### src/rtl/gpr_wb_ctrl.sv
// Write-back controller: arbitrates pipeline (A) and mult/div (B) writes into an in-order FIFO
// and retires one entry per cycle onto the single GPR write port, with a per-register Busy map.
module gpr_wb_ctrl #(
    parameter int unsigned DEPTH = 4,
    parameter int unsigned AW    = 5,
    parameter int unsigned DW    = 32
) (
    input  logic            clk,
    input  logic            rst_n,
    input  logic            i_a_valid,
    output logic            o_a_ready,
    input  logic [AW-1:0]   i_a_addr,
    input  logic [DW-1:0]   i_a_data,
    input  logic            i_a_ofwren,
    input  logic            i_a_offlag,
    input  logic            i_b_valid,
    output logic            o_b_ready,
    input  logic [AW-1:0]   i_b_addr,
    input  logic [DW-1:0]   i_b_data,
    input  logic            i_wb_hold,
    output logic            o_wr_en,
    output logic            o_of_wr_en,
    output logic            o_of_flag,
    output logic [AW-1:0]   o_wr_addr,
    output logic [DW-1:0]   o_wr_data,
    output logic [2**AW-1:0] o_busy,
    output logic            o_empty,
    output logic            o_full
);

    localparam int unsigned PW = (DEPTH > 1) ? $clog2(DEPTH) : 1;
    localparam int unsigned CW = PW + 1;
    localparam int unsigned OfReg = 30;

    logic [AW-1:0]    r_addr  [DEPTH];
    logic [DW-1:0]    r_data  [DEPTH];
    logic [DEPTH-1:0] r_ofw;
    logic [DEPTH-1:0] r_off;
    logic [DEPTH-1:0] r_valid;
    logic [PW-1:0]    r_wptr;
    logic [PW-1:0]    r_rptr;
    logic [CW-1:0]    r_count;

    logic             w_full;
    logic             w_empty;
    logic             w_a_fire;
    logic             w_b_fire;
    logic             w_push;
    logic             w_pop;
    logic [AW-1:0]    w_req_addr;
    logic [DW-1:0]    w_req_data;
    logic             w_req_ofw;
    logic             w_req_off;
    logic [2**AW-1:0] w_busy;

    assign w_full  = (r_count == CW'(DEPTH));
    assign w_empty = (r_count == '0);
    assign o_full  = w_full;
    assign o_empty = w_empty;

    // B has fixed priority; neither source is ready while reset is asserted.
    assign o_b_ready = rst_n & ~w_full;
    assign o_a_ready = rst_n & ~w_full & ~i_b_valid;
    assign w_b_fire  = i_b_valid & o_b_ready;
    assign w_a_fire  = i_a_valid & o_a_ready;

    always_comb begin
        w_req_addr = i_a_addr;
        w_req_data = i_a_data;
        w_req_ofw  = i_a_ofwren;
        w_req_off  = i_a_offlag;
        if (w_b_fire) begin
            w_req_addr = i_b_addr;
            w_req_data = i_b_data;
            w_req_ofw  = 1'b0;
            w_req_off  = 1'b0;
        end
    end

    // Writes to $0 without overflow side effect are accepted and silently dropped.
    assign w_push = (w_a_fire | w_b_fire) & ~((w_req_addr == '0) & ~w_req_ofw);
    assign w_pop  = ~w_empty & ~i_wb_hold;

    always_ff @(posedge clk or negedge rst_n) begin
        if (!rst_n) begin
            r_wptr  <= '0;
            r_rptr  <= '0;
            r_count <= '0;
            r_valid <= '0;
            r_ofw   <= '0;
            r_off   <= '0;
            for (int i = 0; i < DEPTH; i++) begin
                r_addr[i] <= '0;
                r_data[i] <= '0;
            end
        end else begin
            if (w_push) begin
                r_addr[r_wptr]  <= w_req_addr;
                r_data[r_wptr]  <= w_req_data;
                r_ofw[r_wptr]   <= w_req_ofw;
                r_off[r_wptr]   <= w_req_off;
                r_valid[r_wptr] <= 1'b1;
                r_wptr          <= r_wptr + 1'b1;
            end
            if (w_pop) begin
                r_valid[r_rptr] <= 1'b0;
                r_rptr          <= r_rptr + 1'b1;
            end
            r_count <= r_count + CW'(w_push) - CW'(w_pop);
        end
    end

    always_comb begin
        o_wr_en    = 1'b0;
        o_of_wr_en = 1'b0;
        o_of_flag  = 1'b0;
        o_wr_addr  = '0;
        o_wr_data  = '0;
        if (w_pop) begin
            o_wr_en    = 1'b1;
            o_of_wr_en = r_ofw[r_rptr];
            o_of_flag  = r_off[r_rptr];
            o_wr_addr  = r_addr[r_rptr];
            o_wr_data  = r_data[r_rptr];
        end
    end

    always_comb begin
        w_busy = '0;
        for (int i = 0; i < DEPTH; i++) begin
            if (r_valid[i]) begin
                w_busy[r_addr[i]] = 1'b1;
                if (r_ofw[i]) begin
                    w_busy[OfReg] = 1'b1;
                end
            end
        end
        w_busy[0] = 1'b0;
    end

    assign o_busy = w_busy;

endmodule

### config.mk
export PLATFORM = sky130hd
export DESIGN_NAME = gpr_wb_ctrl
export DESIGN_NICKNAME = d
export VERILOG_FILES = /design/src/rtl/gpr_wb_ctrl.sv
export SDC_FILE = /design/constraint.sdc
export NUM_CORES = 1
export LEC_CHECK = 0
export BUFFER_PORTS_ARGS = -buffer_cell sky130_fd_sc_hd__buf_2
export CORE_MARGIN = 4
export CORE_UTILIZATION = 53
export CTS_BUF_LIST = sky130_fd_sc_hd__clkbuf_4
export DETAILED_ROUTE_END_ITERATION = 8
export PLACE_DENSITY = 0.79
export RECOVER_POWER = 50
export SYNTH_ARGS = -nofsm -noshare
export SYNTH_HDL_FRONTEND = slang
export SYNTH_SLANG_ARGS = --single-unit
### constraint.sdc
create_clock -name clk -period 2.14 [get_ports clk]
set_input_delay 0.428 -clock clk [delete_from_list [all_inputs] [get_ports clk]]
set_output_delay 0.428 -clock clk [all_outputs]
set_load 0.01 [all_outputs]
After elaboration in Yosys (flattened, before gate mapping)
Cells that the tools add are included.

Bits in registers: 167. Bits in latches: 0. Bits in writable memories: 0. Bits in read-only memories: 0. Input port bits: 81. Memories kept: 0.

Add/sub/neg operators: 4. Multiply operators: 0. Div/mod/pow operators: 0. $lt $le $gt $ge: 15. Equal/unequal tests: 1. Shifts and indexed selects: 0. Mux-type cells: 49. Bitwise operators: 22. Reductions and logical operators: 9.

Operators by type and width (count): $mux 32 (9); $bwmux 128 (1); $or 32x32->32 (3); $bmux 32 s2 (1); $demux 32 s2 (1); $mux 5 (5); $lt 5x6->1 const B (4); $bwmux 20 (1); $demux 1 s5 (4); $ge 5x1->1 const B (4); $mux 1 (17); $bmux 5 s2 (1); $demux 5 s2 (1); $bwmux 4 (2); $mux 4 (2); $and 1x1->1 (7); $logic_and 1x1->1 (7); $ge 3x3->1 const B (2); $lt 2x3->1 const B (2); $not 1->1 (6); $not 2->3 (2); $logic_not 5->1 (1); $add 2x1->2 const B (2); $and 4x4->4 (1); other kinds (11) (14).

Longest topological paths before layout
Word-level depth: 15. Mapped depth: 11.

Worst setup path after synthesis
Ideal clock, no wire load.

Path kind: input port to flip-flop. From: in i_a_addr[0]. To: reg r_count[2]. Library setup time: 0.123 ns. Data arrival time: 2.509 ns. Path slack: -0.491 ns. Cell stages on the path: 10. Buffers on the path: 0. Cell sequence: or4_4 o311ai_4 a21oi_1 inv_1 ha_1 inv_1 ha_1 fa_1 xnor2_1 xnor2_1.

Word-level cells in the longest chain between the ends: 7.

Ends and longest elaborated chain: start: declaration (line 12) `input logic [AW-1:0] i_a_addr,`; $mux 5 (line 72) `if (w_b_fire) begin`; $logic_not 5->1 (line 81) `assign w_push = (w_a_fire | w_b_fire) & ~((w_req_addr == '0) & ~w_req_ofw);`; $and 1x1->1 (line 81); $not 1->1 (line 81); $and 1x1->1 (line 81); $add 3x1->3 (line 109) `r_count <= r_count + CW'(w_push) - CW'(w_pop);`; $sub 3x1->3 (line 109); end signal: assignment (line 109); end: declaration (line 42) `logic [CW-1:0] r_count;`.

Every way passes these cells. A chain may end at the register's enable or synchronous reset.

Final worst setup path
From: reg r_valid[2]. To: out o_busy[21].

Word-level cells in the longest chain between the ends: 3.

Ends and longest elaborated chain: start: declaration (line 39) `logic [DEPTH-1:0] r_valid;`; start signal: assignment (line 89) `r_valid <= '0;`; start signal: indexed assignment (line 102) `r_valid[r_wptr] <= 1'b1;`; start signal: indexed assignment (line 106) `r_valid[r_rptr] <= 1'b0;`; $mux 32 * (line 131) `if (r_valid[i]) begin`; $or 32x32->32 (no source line); $mux 32 * (line 131); end: declaration (line 26) `output logic [2**AW-1:0] o_busy,`.

Mark *: on every way between the ends. The rest lies on a longest branch, timed or not.

==> impl_metrics.tcl <==
set metrics [dict create \
    status "finished, violations left" \
    violations "setup timing" \
    die_x_um 142.6 \
    num_io_pins 157 \
    ys_seq_elements 167 \
    cp-start-kind "register" \
    crit_path_cell_trace "buf_6 > nand2_1 > nor2_1 > nand2_1 > o211ai_1 > buf_2" \
    start_util_pct 54.74 \
    port_buffers 155 \
    drc_errors 0 \
    netlist_area_um2 9600 \
    gp_congestion 0.9434 \
    ys_warn_count 0 \
    grt_max_degree 161 \
    period_share_pct 121.0 \
    diodes 0 \
    vdd_drop_max_v 0.0008180 \
    synthesis.nets 795 \
    met3_length_mm 3.407 \
    cts_root_buf "clkbuf_4" \
    top_layer "met4" \
    powerDensity_nw_per_um2 1584 \
    hold_viol 0 \
    worstSetupPathType "reg -> out" \
    cts_tree "built" \
    synth_edf_count 0 \
    routed_wl_mm 35.25 \
    clock_latency_ps 590 \
    place_ws_ps -444.5 \
    cp_common_cell "nand2_1" \
    die-area_um2 20330 \
    antenna_found_initial 0 \
    cts_buffers 17 \
    worstMarginPinSlew_ps 1435 \
    clk_pin_slew_ps 160 \
    route.antenna.remaining_nets 0 \
    relSlewSlack_pct 4.348 \
    rsz0062_at_grt "yes" \
    finalSetupViolCount 232 \
    maxCapViolCount 0 \
    clockBufferDepth 2 \
    yosysSeqAreaShare_pct 43.53 \
    crit_path_end_kind "primary output" \
    clkSinkCount 167 \
    dr.first_iter.drc_count 1003 \
    dieHeight_um 142.6 \
    grt_util_all_layers_pct 27.66 \
    dr_wl_met2_mm 16.65 \
    fmax_ghz 0.3861 \
    setup_ws_ps -450.0 \
    grt_pass1_vias 7789 \
    fin_crit_ps 2590 \
    wl_per_cell_um 29.20 \
    worstPathRequired_ps 1710 \
    finalClockSkew_ps 31.64 \
    grt_overflow_total 0 \
    grt_pass1_wl_mm 43.71 \
    vias_per_cell 6.785 \
    htree_levels 4 \
    postLayoutCoreUtil_pct 77.66 \
    final_nets 1061 \
    drv_slew 0 \
    place_hpwl_mm 15.65 \
    drt_first_pass_iters 5 \
    vias 8189 \
    syn2layout_area_growth_pct 41.86 \
    syn_area_per_cell_um2 13.66 \
    rows 48 \
    core-area_um2 17540 \
    drive_above_1_share_pct 75.76 \
    async_flop_share_pct 100.0 \
    hp-class "in -> async" \
    synth_flop_cell "dfrtp_1" \
    crit_fanout 6 \
    postSynthCellCount 703 \
    cp.arrival_ps 2160 \
    p_leak_uw 0.005983 \
    met1_length_mm 13.12 \
    cpPeakStageDelay_ps 510 \
    critPathSlowestCell "dfrtp_2" \
    synth.distinct_cells 46 \
]
==> where the power goes <==
| group | leakage [uW] | switching (uW) | internal [uW] | total, uW |
|---|---|---|---|---|
| sequential | 0.00198 | 1550 | 4790 | 6340 |
| combinational | 0.00383 | 5460 | 7560 | 13000 |
| clock | 0.000182 | 1260 | 959 | 2220 |
| total | 0.00598 | 8260 | 13300 | 21600 |
==> cell usage after synthesis, drive strengths merged (11+ instances only) <==
| cell type | n | area (um^2) |
|---|---|---|
| and2 | 40 | 250.2 |
| nor2 | 15 | 56.30 |
| clkbuf | 29 | 108.9 |
| nor3b | 11 | 82.58 |
| nand3 | 11 | 55.05 |
| inv | 11 | 41.29 |
| o22ai | 14 | 87.58 |
| or3b | 11 | 96.34 |
| o221ai | 15 | 131.4 |
| mux2 | 194 | 2440 |
| nand3b | 12 | 90.09 |
| nand2 | 12 | 45.04 |
| buf | 29 | 257.8 |
| dfrtp | 167 | 4179 |
| mux4 | 39 | 878.3 |
| a22oi | 14 | 105.1 |
==> area by class of cell <==
class | instances | area (um^2)
clock inverters | 15 | 212.7
well taps | 225 | 281.5
inverters | 11 | 43.79
flip-flops and latches | 167 | 4212
clock buffers | 17 | 127.6
repair buffers | 300 | 2845
fillers | 900 | 3918
multi-input cells | 472 | 5897
==> registers in the layout, indices dropped and copies added (netlist names) <==
signal   flops
r_wptr       2
r_data     128
r_off        4
r_count      3
r_addr      20
r_rptr       2
r_valid      4
r_ofw        4
==> cell usage in the layout, fill, tap and decap left out, types with 12 or more instances in the layout <==
cell type	count
a22oi_2	14
and2_4	35
buf_12	18
buf_2	116
buf_4	53
buf_6	93
clkbuf_4	17
dfrtp_1	141
dfrtp_2	26
mux2_2	101
mux2_4	93
mux4_2	39
nand3b_1	12
o221ai_2	15
==> worst max-delay path: cells and delay by family (launching register included) <==
kind	cells	cell delay [ps]
buf+inv	2	340
compound gates	1	190
simple gates	3	560
flops	1	510
==> worst paths after layout <==
path                       slack (ps)    endpoint  cells after the start         from
setup / recovery                 -450  o_busy[21]                      6   r_valid[2]
hold / removal                    200  r_count[2]                      2        rst_n
setup reg to reg                 -190  r_count[2]                     11   r_count[2]
hold reg to reg                   520  r_data[32]                      1   r_data[32]
max in group asynchronous         180   r_addr[3]                      3        rst_n
min in group clk                  220  r_data[72]                      3  i_b_data[8]
==> timing repair <==
action,CTS,global route
gates resized for setup,199,137
hold endpoints to repair,7,0
cloned,6,15
hold buffers,1,0
setup buffers,63,34
endpoints found under the setup margin,140,118
pin swaps,72,49
==> per-stage QoR <==
step | cells | TNS, ps | cell area, um^2 | total power, uW | hold slack (ps)
after floorplan | 703 | -863.5 | 9610 | 11540 | 132.4
after global placement | 1060 | -26450 | 10760 | 13680 | 230.0
after detailed placement | 1060 | -31770 | 10760 | 13960 | 227.5
after CTS | 1159 | -21610 | 12450 | 18650 | 163.0
after global routing | 1207 | -54040 | 13620 | 22270 | 169.9
final | 1207 | -41500 | 13620 | 21570 | 199.4
==> kinds of logic (layout without fill, tap and decap cells) <==
group | count (synthesis) | after routing | share of synthesized area (%)
adders and majority gates | 11 | 11 | 1.512
and+or+nand+nor | 141 | 146 | 9.253
xor gates and xnor gates | 4 | 4 | 0.3649
buffers and inverters | 69 | 343 | 4.249
DFF | 167 | 167 | 43.53
muxes | 233 | 233 | 34.56
AOI/OAI and AO/OA | 77 | 77 | 6.490
other | 1 | 1 | 0.03906
==> metal layers <==
| metal | GRT usage, % | vias up |
|---|---|---|
| met5 | 0 | - |
| met2 | 45.38 | 668 |
| met1 | 36.45 | 4127 |
| met3 | 5.410 | 201 |
| li1 | - | 3193 |
| met4 | 10.96 | 0 |
No activity file was read; power rests on OpenSTA's default activity.
